## src/rtl/scan_test_ctrl.sv

```systemverilog
// scan_test_ctrl: load / capture / unload sequencer for one scan chain.
// Shifts a stimulus pattern in MSB first, drops scan_en for the capture
// window, shifts the response out into captured and compares it against
// the golden value.
// Optional feature macro: SCAN_CTRL_FAIL_CNT_EN (saturating fail counter).
// Without it fail_count is tied to zero.
module scan_test_ctrl #(
    parameter int unsigned CHAIN_LEN      = 4,
    parameter int unsigned CAPTURE_CYCLES = 1
) (
    input  logic                 clk,
    input  logic                 rst,
    input  logic                 start,
    input  logic                 abort,
    input  logic [CHAIN_LEN-1:0] pattern,
    input  logic [CHAIN_LEN-1:0] expected,
    input  logic                 chain_so,
    output logic                 scan_en,
    output logic                 scan_in,
    output logic                 busy,
    output logic                 done,
    output logic                 pass,
    output logic [CHAIN_LEN-1:0] captured,
    output logic [7:0]           fail_count
);

    localparam int unsigned CNT_MAX = (CHAIN_LEN > CAPTURE_CYCLES) ? CHAIN_LEN : CAPTURE_CYCLES;
    localparam int unsigned CNT_W   = (CNT_MAX > 1) ? $clog2(CNT_MAX) : 1;
    localparam logic [CNT_W-1:0] SHIFT_LAST = CNT_W'(CHAIN_LEN - 1);
    localparam logic [CNT_W-1:0] CAP_LAST   = CNT_W'(CAPTURE_CYCLES - 1);

    typedef enum logic [2:0] {
        S_IDLE    = 3'd0,
        S_LOAD    = 3'd1,
        S_CAPTURE = 3'd2,
        S_UNLOAD  = 3'd3,
        S_DONE    = 3'd4
    } state_t;

    state_t               state_q;
    state_t               state_d;
    logic [CNT_W-1:0]     cnt_q;
    logic [CHAIN_LEN-1:0] pattern_q;
    logic [CHAIN_LEN-1:0] expected_q;
    logic [CHAIN_LEN-1:0] cap_next;
    logic [CHAIN_LEN-1:0] pat_sh;
    logic                 accept;
    logic                 unload_end;

    // Response register value after the current unload shift.
    assign cap_next   = {captured[CHAIN_LEN-2:0], chain_so};
    assign accept     = (state_q == S_IDLE) && start;
    assign unload_end = (state_q == S_UNLOAD) && (state_d == S_DONE);

    // State register.
    always_ff @(posedge clk or negedge rst) begin
        if (!rst) begin
            state_q <= S_IDLE;
        end else begin
            state_q <= state_d;
        end
    end

    // Next-state logic; abort overrides every transition out of a busy state.
    always_comb begin
        state_d = state_q;
        case (state_q)
            S_IDLE:    if (start) state_d = S_LOAD;
            S_LOAD:    if (cnt_q == SHIFT_LAST) state_d = S_CAPTURE;
            S_CAPTURE: if (cnt_q == CAP_LAST) state_d = S_UNLOAD;
            S_UNLOAD:  if (cnt_q == SHIFT_LAST) state_d = S_DONE;
            S_DONE:    state_d = S_IDLE;
            default:   state_d = S_IDLE;
        endcase
        if (abort && (state_q != S_IDLE)) begin
            state_d = S_IDLE;
        end
    end

    // Moore output decode from state and counter.
    always_comb begin
        scan_en = 1'b0;
        scan_in = 1'b0;
        busy    = 1'b0;
        done    = 1'b0;
        pat_sh  = pattern_q << cnt_q;
        case (state_q)
            S_LOAD: begin
                scan_en = 1'b1;
                scan_in = pat_sh[CHAIN_LEN-1];
                busy    = 1'b1;
            end
            S_CAPTURE: begin
                busy = 1'b1;
            end
            S_UNLOAD: begin
                scan_en = 1'b1;
                busy    = 1'b1;
            end
            S_DONE: begin
                busy = 1'b1;
                done = 1'b1;
            end
            default: begin
                busy = 1'b0;
            end
        endcase
    end

    // Per-state cycle counter, restarted on every state change.
    always_ff @(posedge clk or negedge rst) begin
        if (!rst) begin
            cnt_q <= '0;
        end else if (state_d != state_q) begin
            cnt_q <= '0;
        end else if (state_q != S_IDLE) begin
            cnt_q <= cnt_q + CNT_W'(1);
        end
    end

    // Test operands, response capture and pass flag.
    always_ff @(posedge clk or negedge rst) begin
        if (!rst) begin
            pattern_q  <= '0;
            expected_q <= '0;
            captured   <= '0;
            pass       <= 1'b0;
        end else begin
            if (accept) begin
                pattern_q  <= pattern;
                expected_q <= expected;
                pass       <= 1'b0;
            end
            if ((state_q == S_UNLOAD) && !abort) begin
                captured <= cap_next;
            end
            if (unload_end) begin
                pass <= (cap_next == expected_q);
            end
        end
    end

`ifdef SCAN_CTRL_FAIL_CNT_EN
    // Saturating count of failed tests, counted on entry to DONE.
    always_ff @(posedge clk or negedge rst) begin
        if (!rst) begin
            fail_count <= 8'd0;
        end else if (unload_end && (cap_next != expected_q) && (fail_count != 8'hFF)) begin
            fail_count <= fail_count + 8'd1;
        end
    end
`else
    assign fail_count = 8'd0;
`endif

endmodule

```

## config.mk

```make
export PLATFORM = sky130hd
export DESIGN_NAME = scan_test_ctrl
export DESIGN_NICKNAME = d
export VERILOG_FILES = /design/src/rtl/scan_test_ctrl.sv
export SDC_FILE = /design/constraint.sdc
export NUM_CORES = 1
export LEC_CHECK = 0
export CAP_MARGIN = 20
export CORE_MARGIN = 2
export CORE_UTILIZATION = 38
export CTS_CLUSTER_SIZE = 25
export DETAILED_ROUTE_END_ITERATION = 8
export HOLD_SLACK_MARGIN = 0.02
export PLACE_DENSITY = 0.67
export SYNTH_ARGS = -nofsm -noshare
export SYNTH_HDL_FRONTEND = slang
export SYNTH_SLANG_ARGS = --single-unit
```

## constraint.sdc

```tcl
create_clock -name clk -period 3.72 [get_ports clk]
set_input_delay 0.558 -clock clk [delete_from_list [all_inputs] [get_ports clk]]
set_output_delay 0.558 -clock clk [all_outputs]
set_load 0.005 [all_outputs]
```

==> flow_summary.toml, run 1 <==
[timing]
fin_skew_ns = 0.00110
finalSetupViolCount = 0
finalCritPeriodShare = 0.644
slew_violations = 0
setup_slack_ns = 1.32
setup_tns_ns = 0
rsz0062_at_grt = "false"
fmax_ghz = 0.417
min_period_ns = 2.40
finalHoldViolations = 0
slew_headroom = 0.480
tightest_slew_ns = 0.777

[drt]
num_vias = 616
postRouteAntennaNets = 0
routed.top_layer = "met4"
wl_met3_um = 65
dr_wl_met2_um = 835
drt-met1-wl_um = 705
drtIter0Drc = 4
drc = 0
vias_per_cell = 4.74
drt_wl_total_um = 1630
wl_per_cell_um = 12.5
dr.pass1.iters = 2

[clock_tree]
clock-sinks = 18
post_cts_resized = 0
cts_setup_buffers = 0
insertion_delay_ns = 0.28
cts_root_buffer = "clkbuf_4"
cts.clk_slew.worst_paths_ns = 0.10
cts_buffers = 3
cts_hold_buf = 0
clock_path_buffers = 2
ctsHtreeMaxLevel = 1
cts_tree = "done"

[cells_and_area]
register_area_um2 = 450
antenna_cells = 0
areaGrowthSynthToFinish_pct = 22.2
drive_above_1_share = 0.190
final_nets = 116
fillCellCount = 224
instances_no_fill = 130
multi_input_area_um2 = 449

[worst_setup_path]
cp_top_family = "multiplexers"
r2r_slack_ns = 2.05
r2r-start = "state_q[0]$_DFF_PN0_"
worstPathRequired_ns = 3.16
r2r_cells = 2
critical_path_class = "register to output port"
critical_path.max_stage_delay_ns = 0.50
path_buf_inv = 1
cp.arrival_ns = 1.84
cp_max_fo = 3
crit_path_top_delay_cell = "mux4_2"
reg2reg_to = "pattern_q[3]$_DFFE_PN0P_"
end_kind = "output port"
crit_chain = "mux4_2 > and3b_1 > clkdlybuf4s50_1"
worstSetupStartpointType = "register"

[floorplan]
die_y_um = 54.6
core_mm2 = 0.00245
io_pins = 30
dieWidth_um = 54.6
num_rows = 18
initial_core_util = 0.397
die_area_mm2 = 0.00299

[status]
status = "completed"

[global_routing]
grt.total_usage = 0.137
grt_max_degree = 19
grt_first_pass_wirelength_um = 2830
grt-ovfl-total = 0
grt_pass1_vias = 610
grt_antenna_before_repair = 0

[logic_synthesis]
avgSynthCellArea_um2 = 12.2
yosys.area.top_type = "dfrtp_1"
yosysSeqAreaShare = 0.462
synthTopCellsByArea = "dfrtp_1 46%, mux2_2 14%, buf_4 6.9%, xor2_1 4.5%, ha_1 2.6%"
synth-edff-count = 0
synth-seq-cells = 18
ys_types = 27
ys.flop_type = "dfrtp_1"
yosysTopAreaCellShare = 0.462
yosys-top-cells-count = "18 x dfrtp_1, 12 x mux2_2, 9 x buf_4, 5 x xor2_1"
synth.cell_area_um2 = 975
synthArstFlopShare = 1.00
yosysWarnings = 0
syn_inst = 80
synth.most_common_cell = "dfrtp_1"

[power]
ir_worst_vdd_mv = 0.343
pwr_density_cell_mw_per_mm2 = 611
cellLeakagePower_nw = 0.525

[place]
place_congestion = 0.747
portBuffers = 21
dp_slack_ns = 1.61
dp_cells = 126
dp_hpwl_um = 1270

[worst_hold_path]
hold_class = "register to register"
holdCritStartpoint = "pattern_q[1]$_DFFE_PN0P_"
holdPathEnd = "pattern_q[1]$_DFFE_PN0P_"
whs_path_depth = 1

[flow_run]
drv_cap = 0
[sequential cells by signal (all words and copies together) (netlist names)]
name / cells
captured: 4
expected_q: 4
pattern_q: 4
state_q: 3
cnt_q: 2
pass: 1
[placed cells by master, fill, tap and decap left out]
| cell | netlist | layout |
|---|---|---|
| a211oi_1 | 1 | 1 |
| a21oi_1 | 2 | 2 |
| a22o_1 | 1 | 1 |
| and2_1 | 1 | 1 |
| and3b_1 | 2 | 2 |
| and4bb_2 | 1 | 1 |
| clkbuf_4 | 0 | 3 |
| clkbuf_8 | 0 | 1 |
| clkdlybuf4s50_1 | 0 | 21 |
| conb_1 | 1 | 8 |
| dfrtp_1 | 18 | 18 |
| ha_1 | 2 | 2 |
| inv_1 | 2 | 2 |
| mux2_2 | 12 | 12 |
| mux2i_1 | 1 | 1 |
| mux4_2 | 1 | 1 |
| nand2_1 | 1 | 1 |
| nor2_1 | 4 | 4 |
| nor2b_1 | 2 | 2 |
| nor3_1 | 4 | 4 |
| nor3b_1 | 1 | 1 |
| nor4_1 | 1 | 1 |
| nor4b_4 | 1 | 1 |
| o21a_1 | 2 | 2 |
| o21bai_1 | 1 | 1 |
| xnor2_1 | 1 | 1 |
| xor2_1 | 5 | 5 |
[where the power goes]
group	leakage, nW	switching (W)	internal (W)	total, W
combinational	0.276	0.000101	0.000182	0.000282
clock	0.0210	0.0000572	0.0000596	0.000117
sequential	0.228	0.0000665	0.000263	0.000329
total	0.525	0.000224	0.000504	0.000728
[how the worst max path moves through the flow]
stage                               from                        end  slack (ns)  depth (start not counted)
floorplan           cnt_q[0]$_DFFE_PN0P_                    scan_in        2.12                          2
global placement                   start  expected_q[2]$_DFFE_PN0P_        1.63                          3
finish              cnt_q[0]$_DFFE_PN0P_                    scan_in        1.32                          3
detailed placement                 start   pattern_q[3]$_DFFE_PN0P_        1.61                          3
CTS                 cnt_q[0]$_DFFE_PN0P_                    scan_in        1.30                          3
global route        state_q[1]$_DFF_PN0_                       busy        1.18                          3
[through the flow]
stage	hold WS [ns]	total power [W]	util	area, µm²
after global placement	0.487	0.000605	0.470	1150
after detailed placement	0.495	0.000621	0.470	1150
after global routing	0.548	0.000790	0.485	1190
after floorplan	0.262	0.000526	-	1000
after CTS	0.518	0.000742	0.485	1190
final	0.515	0.000728	0.485	1190
[cell type report]
| cell class | instances | share of cell area |
|---|---|---|
| sequential | 18 | 0.378 |
| multi-input combinational | 55 | 0.377 |
| timing repair buffer | 21 | 0.176 |
| tap | 30 | 0.0315 |
| clock buffer | 4 | 0.0305 |
| inverter | 2 | 0.00630 |
[routing by layer]
layer / vias up / track usage
met5: - / 0
met2: 19 / 0.206
met3: 4 / 0.0246
li1: 296 / -
met4: 0 / 0.0750
met1: 297 / 0.183
[cells by family after synthesis]
family | count (synthesis) | share of synthesized area
flops | 18 | 0.462
mux | 14 | 0.172
fa+ha+maj | 2 | 0.0257
xor+xnor | 6 | 0.0539
compound gates | 7 | 0.0501
buf+inv | 14 | 0.104
other cells | 1 | 0.00385
simple gates | 18 | 0.128
Power figures use the tool's default switching activity.
==> run 2, diff against run 1 <==
==> constraint.sdc (replaced) <==
create_clock -name clk -period 2.4 [get_ports clk]
set_input_delay 0.36 -clock clk [delete_from_list [all_inputs] [get_ports clk]]
set_output_delay 0.36 -clock clk [all_outputs]
set_load 0.005 [all_outputs]
==> results of run 2 <==
Same layout as run 1 (identical final DEF). Status: completed.
Among the figures that moved: setup slack after placement 1.61 ns -> 0.483 ns; setup slack after layout 1.32 ns -> 0.201 ns; register-to-register setup slack 2.05 ns -> 0.73 ns; total power 0.000728 W -> 0.00113 W; worst IR drop on VDD 0.343 mV -> 0.531 mV
